<file path="src/rtl/instruction_fetch_if.sv">
// Instruction memory port of the fetch stage: request/address out, ack/data back.
interface instruction_fetch_if;
    logic        imem_req;
    logic [31:0] imem_addr;
    logic        imem_ack;
    logic [31:0] imem_rdata;

    // Fetch stage side: issues requests, receives instruction words.
    modport master (
        output imem_req,
        output imem_addr,
        input  imem_ack,
        input  imem_rdata
    );

    // Instruction memory side.
    modport slave (
        input  imem_req,
        input  imem_addr,
        output imem_ack,
        output imem_rdata
    );
endinterface

</file>
<file path="src/rtl/instruction_fetch.sv">
// Instruction fetch stage: program counter, fetch handshake with timeout,
// instruction register, next-PC selection and retired-instruction counter.
module instruction_fetch #(
    parameter logic [31:0] RESET_PC = 32'h0000_0000,
    parameter int unsigned TIMEOUT  = 16
) (
    input  logic                       clk,
    input  logic                       rst,
    instruction_fetch_if.master        imem,
    output logic [31:0]                instr,
    output logic                       instr_valid,
    output logic [31:0]                pc,
    input  logic                       branch,
    input  logic                       mux_branch_jump,
    input  logic                       alu_zero,
    input  logic                       stall,
    output logic                       fetch_err,
    output logic [31:0]                instr_count
);

    typedef enum logic [1:0] {
        S_IDLE,
        S_FETCH,
        S_EXEC,
        S_ERROR
    } state_t;

    // wait_cnt equal to this value means the current ack-less cycle is the last allowed one.
    localparam logic [7:0] TIMEOUT_LAST = 8'(TIMEOUT - 1);

    state_t             state;
    logic [7:0]         wait_cnt;
    logic               req;

    logic [31:0]        pc4;
    logic [31:0]        jump_target;
    logic signed [31:0] branch_off;
    logic [31:0]        branch_target;
    logic               is_bne;
    logic               branch_taken;
    logic [31:0]        next_pc;

    assign imem.imem_req  = req;
    assign imem.imem_addr = pc;

    // Next-PC selection: jump has priority over a taken branch, otherwise fall through.
    always_comb begin
        pc4           = pc + 32'd4;
        jump_target   = {pc4[31:28], instr[25:0], 2'b00};
        branch_off    = $signed({{14{instr[15]}}, instr[15:0], 2'b00});
        branch_target = pc4 + $unsigned(branch_off);
        is_bne        = (instr[31:26] == 6'b000101);
        branch_taken  = branch & (alu_zero ^ is_bne);
        next_pc       = pc4;
        if (!mux_branch_jump) begin
            next_pc = jump_target;
        end else if (branch_taken) begin
            next_pc = branch_target;
        end
    end

    // Fetch/execute state machine with all outputs registered.
    always_ff @(posedge clk) begin
        if (rst) begin
            state       <= S_IDLE;
            pc          <= RESET_PC;
            instr       <= '0;
            instr_count <= '0;
            req         <= 1'b0;
            instr_valid <= 1'b0;
            fetch_err   <= 1'b0;
            wait_cnt    <= '0;
        end else begin
            case (state)
                S_IDLE: begin
                    // First edge out of reset starts the first fetch.
                    state <= S_FETCH;
                    req   <= 1'b1;
                end
                S_FETCH: begin
                    if (imem.imem_ack) begin
                        instr       <= imem.imem_rdata;
                        req         <= 1'b0;
                        instr_valid <= 1'b1;
                        state       <= S_EXEC;
                    end else if (wait_cnt == TIMEOUT_LAST) begin
                        wait_cnt  <= wait_cnt + 8'd1;
                        req       <= 1'b0;
                        fetch_err <= 1'b1;
                        state     <= S_ERROR;
                    end else begin
                        wait_cnt <= wait_cnt + 8'd1;
                    end
                end
                S_EXEC: begin
                    // Retire on the first non-stalled EXEC cycle.
                    if (!stall) begin
                        pc          <= next_pc;
                        instr_count <= instr_count + 32'd1;
                        wait_cnt    <= '0;
                        instr_valid <= 1'b0;
                        req         <= 1'b1;
                        state       <= S_FETCH;
                    end
                end
                S_ERROR: begin
                    // Sticky until reset.
                    req         <= 1'b0;
                    instr_valid <= 1'b0;
                    fetch_err   <= 1'b1;
                end
                default: begin
                    state <= S_IDLE;
                end
            endcase
        end
    end

endmodule

</file>
<file path="src/flat_wrapper.sv">
// flat-port wrapper written by rule: the top's interface ports become plain ports
module instruction_fetch_flat 
#(
    parameter logic [31:0] RESET_PC = 32'h0000_0000,
    parameter int unsigned TIMEOUT  = 16
)
  (clk, rst, instr, instr_valid, pc, branch, mux_branch_jump, alu_zero, stall, fetch_err, instr_count, imem_imem_req, imem_imem_addr, imem_imem_ack, imem_imem_rdata);
  instruction_fetch_if imem_i ();
  input  logic clk;
  input  logic rst;
  output logic [31:0] instr;
  output logic instr_valid;
  output logic [31:0] pc;
  input  logic branch;
  input  logic mux_branch_jump;
  input  logic alu_zero;
  input  logic stall;
  output logic fetch_err;
  output logic [31:0] instr_count;
  output wire logic [$bits(imem_i.imem_req)-1:0] imem_imem_req;
  output wire logic [$bits(imem_i.imem_addr)-1:0] imem_imem_addr;
  input wire logic [$bits(imem_i.imem_ack)-1:0] imem_imem_ack;
  input wire logic [$bits(imem_i.imem_rdata)-1:0] imem_imem_rdata;
  assign imem_imem_req = imem_i.imem_req;
  assign imem_imem_addr = imem_i.imem_addr;
  assign imem_i.imem_ack = imem_imem_ack;
  assign imem_i.imem_rdata = imem_imem_rdata;
  instruction_fetch #(.RESET_PC(RESET_PC), .TIMEOUT(TIMEOUT)) u_core (.clk(clk), .rst(rst), .imem(imem_i), .instr(instr), .instr_valid(instr_valid), .pc(pc), .branch(branch), .mux_branch_jump(mux_branch_jump), .alu_zero(alu_zero), .stall(stall), .fetch_err(fetch_err), .instr_count(instr_count));
endmodule
</file>
<file path="config.mk">
export PLATFORM = sky130hd
export DESIGN_NAME = instruction_fetch_flat
export DESIGN_NICKNAME = d
export VERILOG_FILES = /design/src/rtl/instruction_fetch_if.sv /design/src/rtl/instruction_fetch.sv /design/src/flat_wrapper.sv
export SDC_FILE = /design/constraint.sdc
export NUM_CORES = 1
export LEC_CHECK = 0
export ABC_AREA = 1
export BUFFER_PORTS_ARGS = -buffer_cell sky130_fd_sc_hd__buf_2
export CAP_MARGIN = 20
export CORE_ASPECT_RATIO = 0.6
export CORE_MARGIN = 1
export CORE_UTILIZATION = 56
export CTS_BUF_LIST = sky130_fd_sc_hd__clkbuf_4 sky130_fd_sc_hd__clkbuf_8 sky130_fd_sc_hd__clkbuf_16
export DETAILED_ROUTE_END_ITERATION = 10
export GPL_ROUTABILITY_DRIVEN = 0
export PLACE_DENSITY = 0.81
export SLEW_MARGIN = 30
export SYNTH_ARGS = -nofsm -noshare
export SYNTH_HDL_FRONTEND = slang
export SYNTH_SLANG_ARGS = --single-unit
export TNS_END_PERCENT = 30
</file>
<file path="constraint.sdc">
create_clock -name clk -period 5.2 [get_ports clk]
set_clock_uncertainty 0.1 [all_clocks]
set_input_delay 0.26 -clock clk [delete_from_list [all_inputs] [get_ports clk]]
set_output_delay 0.26 -clock clk [all_outputs]
set_load 0.02 [all_outputs]
</file>
==> results.md <==
- Run status: complete, no violations
- Metal-1 WL: 12.6 mm
- CP max stage cell: dfxtp_1
- Power per Cell Area: 205 mW/mm^2
- Layout overhead on the synthesized area: 12.3%
- Crit end category: flop
- Share of layout cells above drive strength 1: 15.4%
- Worst setup margin: 1.40 ns
- Crit path arrival time: 4.00 ns
- Sequential-to-total area share from yosys stat: 25.4%
- Period minus WS final: 3.80 ns
- Crit path launch: u_core.imem.imem_addr[2]$_SDFFE_PP0P_
- Min-Delay Startpoint: imem_imem_rdata[0]
- Post-CTS Setup Bufs: 0
- Rows: 34
- Vias: 9498
- Setup CP Type: reg2reg
- Vias in the first global route: 8377
- Fillers: 1363
- Critical Path Start Type: flop
- Max Used Layer: met4
- Worst r2r dst: u_core.imem.imem_addr[27]$_SDFFE_PP0P_
- TritonCTS Sinks: 107
- Min-delay worst type: in2reg
- Met2 wire length: 10.9 mm
- I/O pin count: 170
- Top post-synthesis cells by area: dfxtp_1, nand2_1, inv_1
- Final instance area: 0.00945 sq mm
- Starting density of the core: 57.7%
- Tcrit/Tclk final: 73.0%
- Drt first-iter violations: 1363
- Pin count of the biggest net entering global routing: 41
- Routed wire length: 27.6 mm
- Hold WS: 0.0395 ns
- Fin nets: 1585
- Cell area after synthesis: 0.00842 sq mm
- Critical R2R Launch: u_core.imem.imem_addr[2]$_SDFFE_PP0P_
- Worst-Skew Late Latency: 0.36 ns
- Post-synth cell types: 51
- Die Wd: 160 um
- Initial antenna violation count: 0
- WL met3: 3.73 mm
- Vias per std cell: 5.56
- R2R setup slack: 1.40 ns
- Routed Antenna Nets: 0
- Asr flop ratio synth: 0%
- Clock transition at the registers of the reported paths: 0.09 ns
- TNS Setup: 0 ns
- Yosys reg bits: 107
- Die Y: 97.0 um
- Crit-path max FO: 8
- Fmax: 0.263 GHz
- CP required: 5.40 ns
- Slowest stage delay, CP: 0.57 ns
- CP dominant cell by count: nand2_1
- IO Port Bufs: 165
- Post-DP HPWL: 21.7 mm
- Top_reg_cell synth: dfxtp_1
- Final hold vios: 0
- Max-slew headroom: 27.5%
- Worst VDD drop: 0.000174 V
- Placed cell areas: 0.00914 sq mm
- GR Overflow Total: 0
- Post-CTS resize count: 0
- EDFF count, synth: 0
- RSZ-0062 raised after global routing: false
- R2R depth: 17
- Dpl ws: 1.66 ns
- YS warnings: 0
- Worst-Margin Slew: 1.08 ns
- Core Area: 0.0146 sq mm
- Htree depth: 3
- CTS root buf: clkbuf_16
- Clock buffer count from CTS: 9
- Post-Syn Instances: 1387
- TritonCTS clock tree: built
- Max Cap Viol: 0
- Worst-path cell chain: ha_1, inv_1, nor2_1, nand2_1, nor2_1, xnor2_1, clkinv_1, ha_1, a21oi_1, nand3_1, a21oi_1, nand2_1, nand2_1, nand3_1, nand2_1, nand2_1, nand2_1
- Wire per inst: 16.2 um
- Die ar.: 0.0155 sq mm
- LEAKAGE: 4.94 nW
- Endpoints failing setup: 0
- Synth top area share: 25.4%
- Slew Viols, Final: 0
- Area leader, netlist: dfxtp_1
- Synthesized area per cell: 6.07 sq um
- Initial DRT Pass Iterations: 10
- Number of diodes: 0
- Global-route wire length before repair: 43.6 mm
- Setup crit end: u_core.imem.imem_addr[27]$_SDFFE_PP0P_
- DR DRC count: 0
- Gr usage total: 35.4%
- Hold-fix buffers, CTS: 0
- Clock buffer depth: 2
[sequential cells by signal (all words and copies together) (netlist names)]
name,flops
u_core.wait_cnt,8
u_core.fetch_err,1
u_core.imem.imem_req,1
u_core.state,2
u_core.instr_count,32
u_core.imem.imem_addr,30
u_core.instr_valid,1
u_core.instr,32
[how the worst min path moves through the flow]
stage                                               end  slack, ns  depth (start not counted)
after global placement    u_core.instr[22]$_SDFFE_PP0P_       0.36                          2
after floorplan            u_core.instr[0]$_SDFFE_PP0P_       0.30                          2
after global routing       u_core.instr[2]$_SDFFE_PP0P_       0.06                          3
after CTS                  u_core.instr[0]$_SDFFE_PP0P_       0.04                          3
after detailed placement  u_core.instr[22]$_SDFFE_PP0P_       0.36                          2
final                      u_core.instr[0]$_SDFFE_PP0P_       0.04                          3
[stage by stage]
step | instances | utilization (%) | total power [mW]
after floorplan | 1390 | - | 1.14
after global placement | 1693 | 62.6 | 1.23
after detailed placement | 1693 | 62.6 | 1.24
after CTS | 1709 | 64.8 | 1.93
after global routing | 1709 | 64.8 | 2.00
final | 1709 | 64.8 | 1.94
[critical path, delay by kind of cell, from the launching register on]
| family | cells | cell delay (ns) |
|---|---|---|
| XOR/XNOR | 1 | 0.14 |
| flip-flops | 1 | 0.57 |
| AND/OR/NAND/NOR | 10 | 1.45 |
| AO/OA/AOI/OAI | 2 | 0.61 |
| adder cells (fa/ha/maj) | 2 | 0.63 |
| buffers and inverters | 2 | 0.23 |
[where the power goes]
group          internal [mW]  switching, mW
sequential             0.849         0.0422
combinational          0.107          0.228
clock                  0.344          0.368
[cell usage in the layout, fill, tap and decap left out, types with 9 or more instances in the layout]
master,synthesis,routed
a21oi_1,131,131
buf_2,7,165
clkbuf_16,0,9
dfxtp_1,107,106
ha_1,39,39
inv_1,190,190
nand2_1,431,430
nand3_1,89,89
nand4_1,17,17
nor2_1,110,110
nor2_2,11,11
nor3_1,23,23
o21ai_0,59,59
xnor2_1,15,15
xor2_1,19,19
[Yosys cell counts (4+ instances only)]
master and number:
nor3b_1 6, o21ai_1 5, ha_1 39, nor3_1 23, nand3b_1 5, inv_2 6, o211ai_1 4, xor2_1 19
nor3_2 6, o21bai_1 5, o21ai_0 59, buf_2 7, a21oi_1 131, dfxtp_1 107, nand3_1 89, buf_4 38
nor2_2 11, nor2_1 110, inv_1 190, nand2_1 431, xnor2_1 15, nand2_2 5, nand4_1 17, clkbuf_1 17
[logic make-up (layout without fill, tap and decap cells)]
kind of cell             count (synthesis)  in the layout  synth area share [%]
AO/OA/AOI/OAI                          218            218                  13.7
XOR/XNOR                                34             34                  3.54
adder cells (fa/ha/maj)                 40             40                  6.04
buffers and inverters                  262            383                  13.6
flip-flops                             107            107                  25.4
other                                    1              4                0.0446
AND/OR/NAND/NOR                        725            725                  37.7
[routing by layer]
layer	global-route usage (%)	vias up
li1	-	4636
met1	52.0	4227
met2	50.5	592
met3	10.1	43
met4	7.55	0
met5	0	-
[area by class of cell]
class | instances | area [sq um] | share of cell area (%)
clock buffers | 9 | 225 | 2.38
clock inverters | 7 | 85.1 | 0.900
inverters | 197 | 739 | 7.82
multi-input cells | 1021 | 5150 | 54.5
flip-flops and latches | 107 | 2140 | 22.7
well taps | 198 | 248 | 2.62
repair buffers | 170 | 863 | 9.14
No activity file was read; power rests on OpenSTA's default activity.
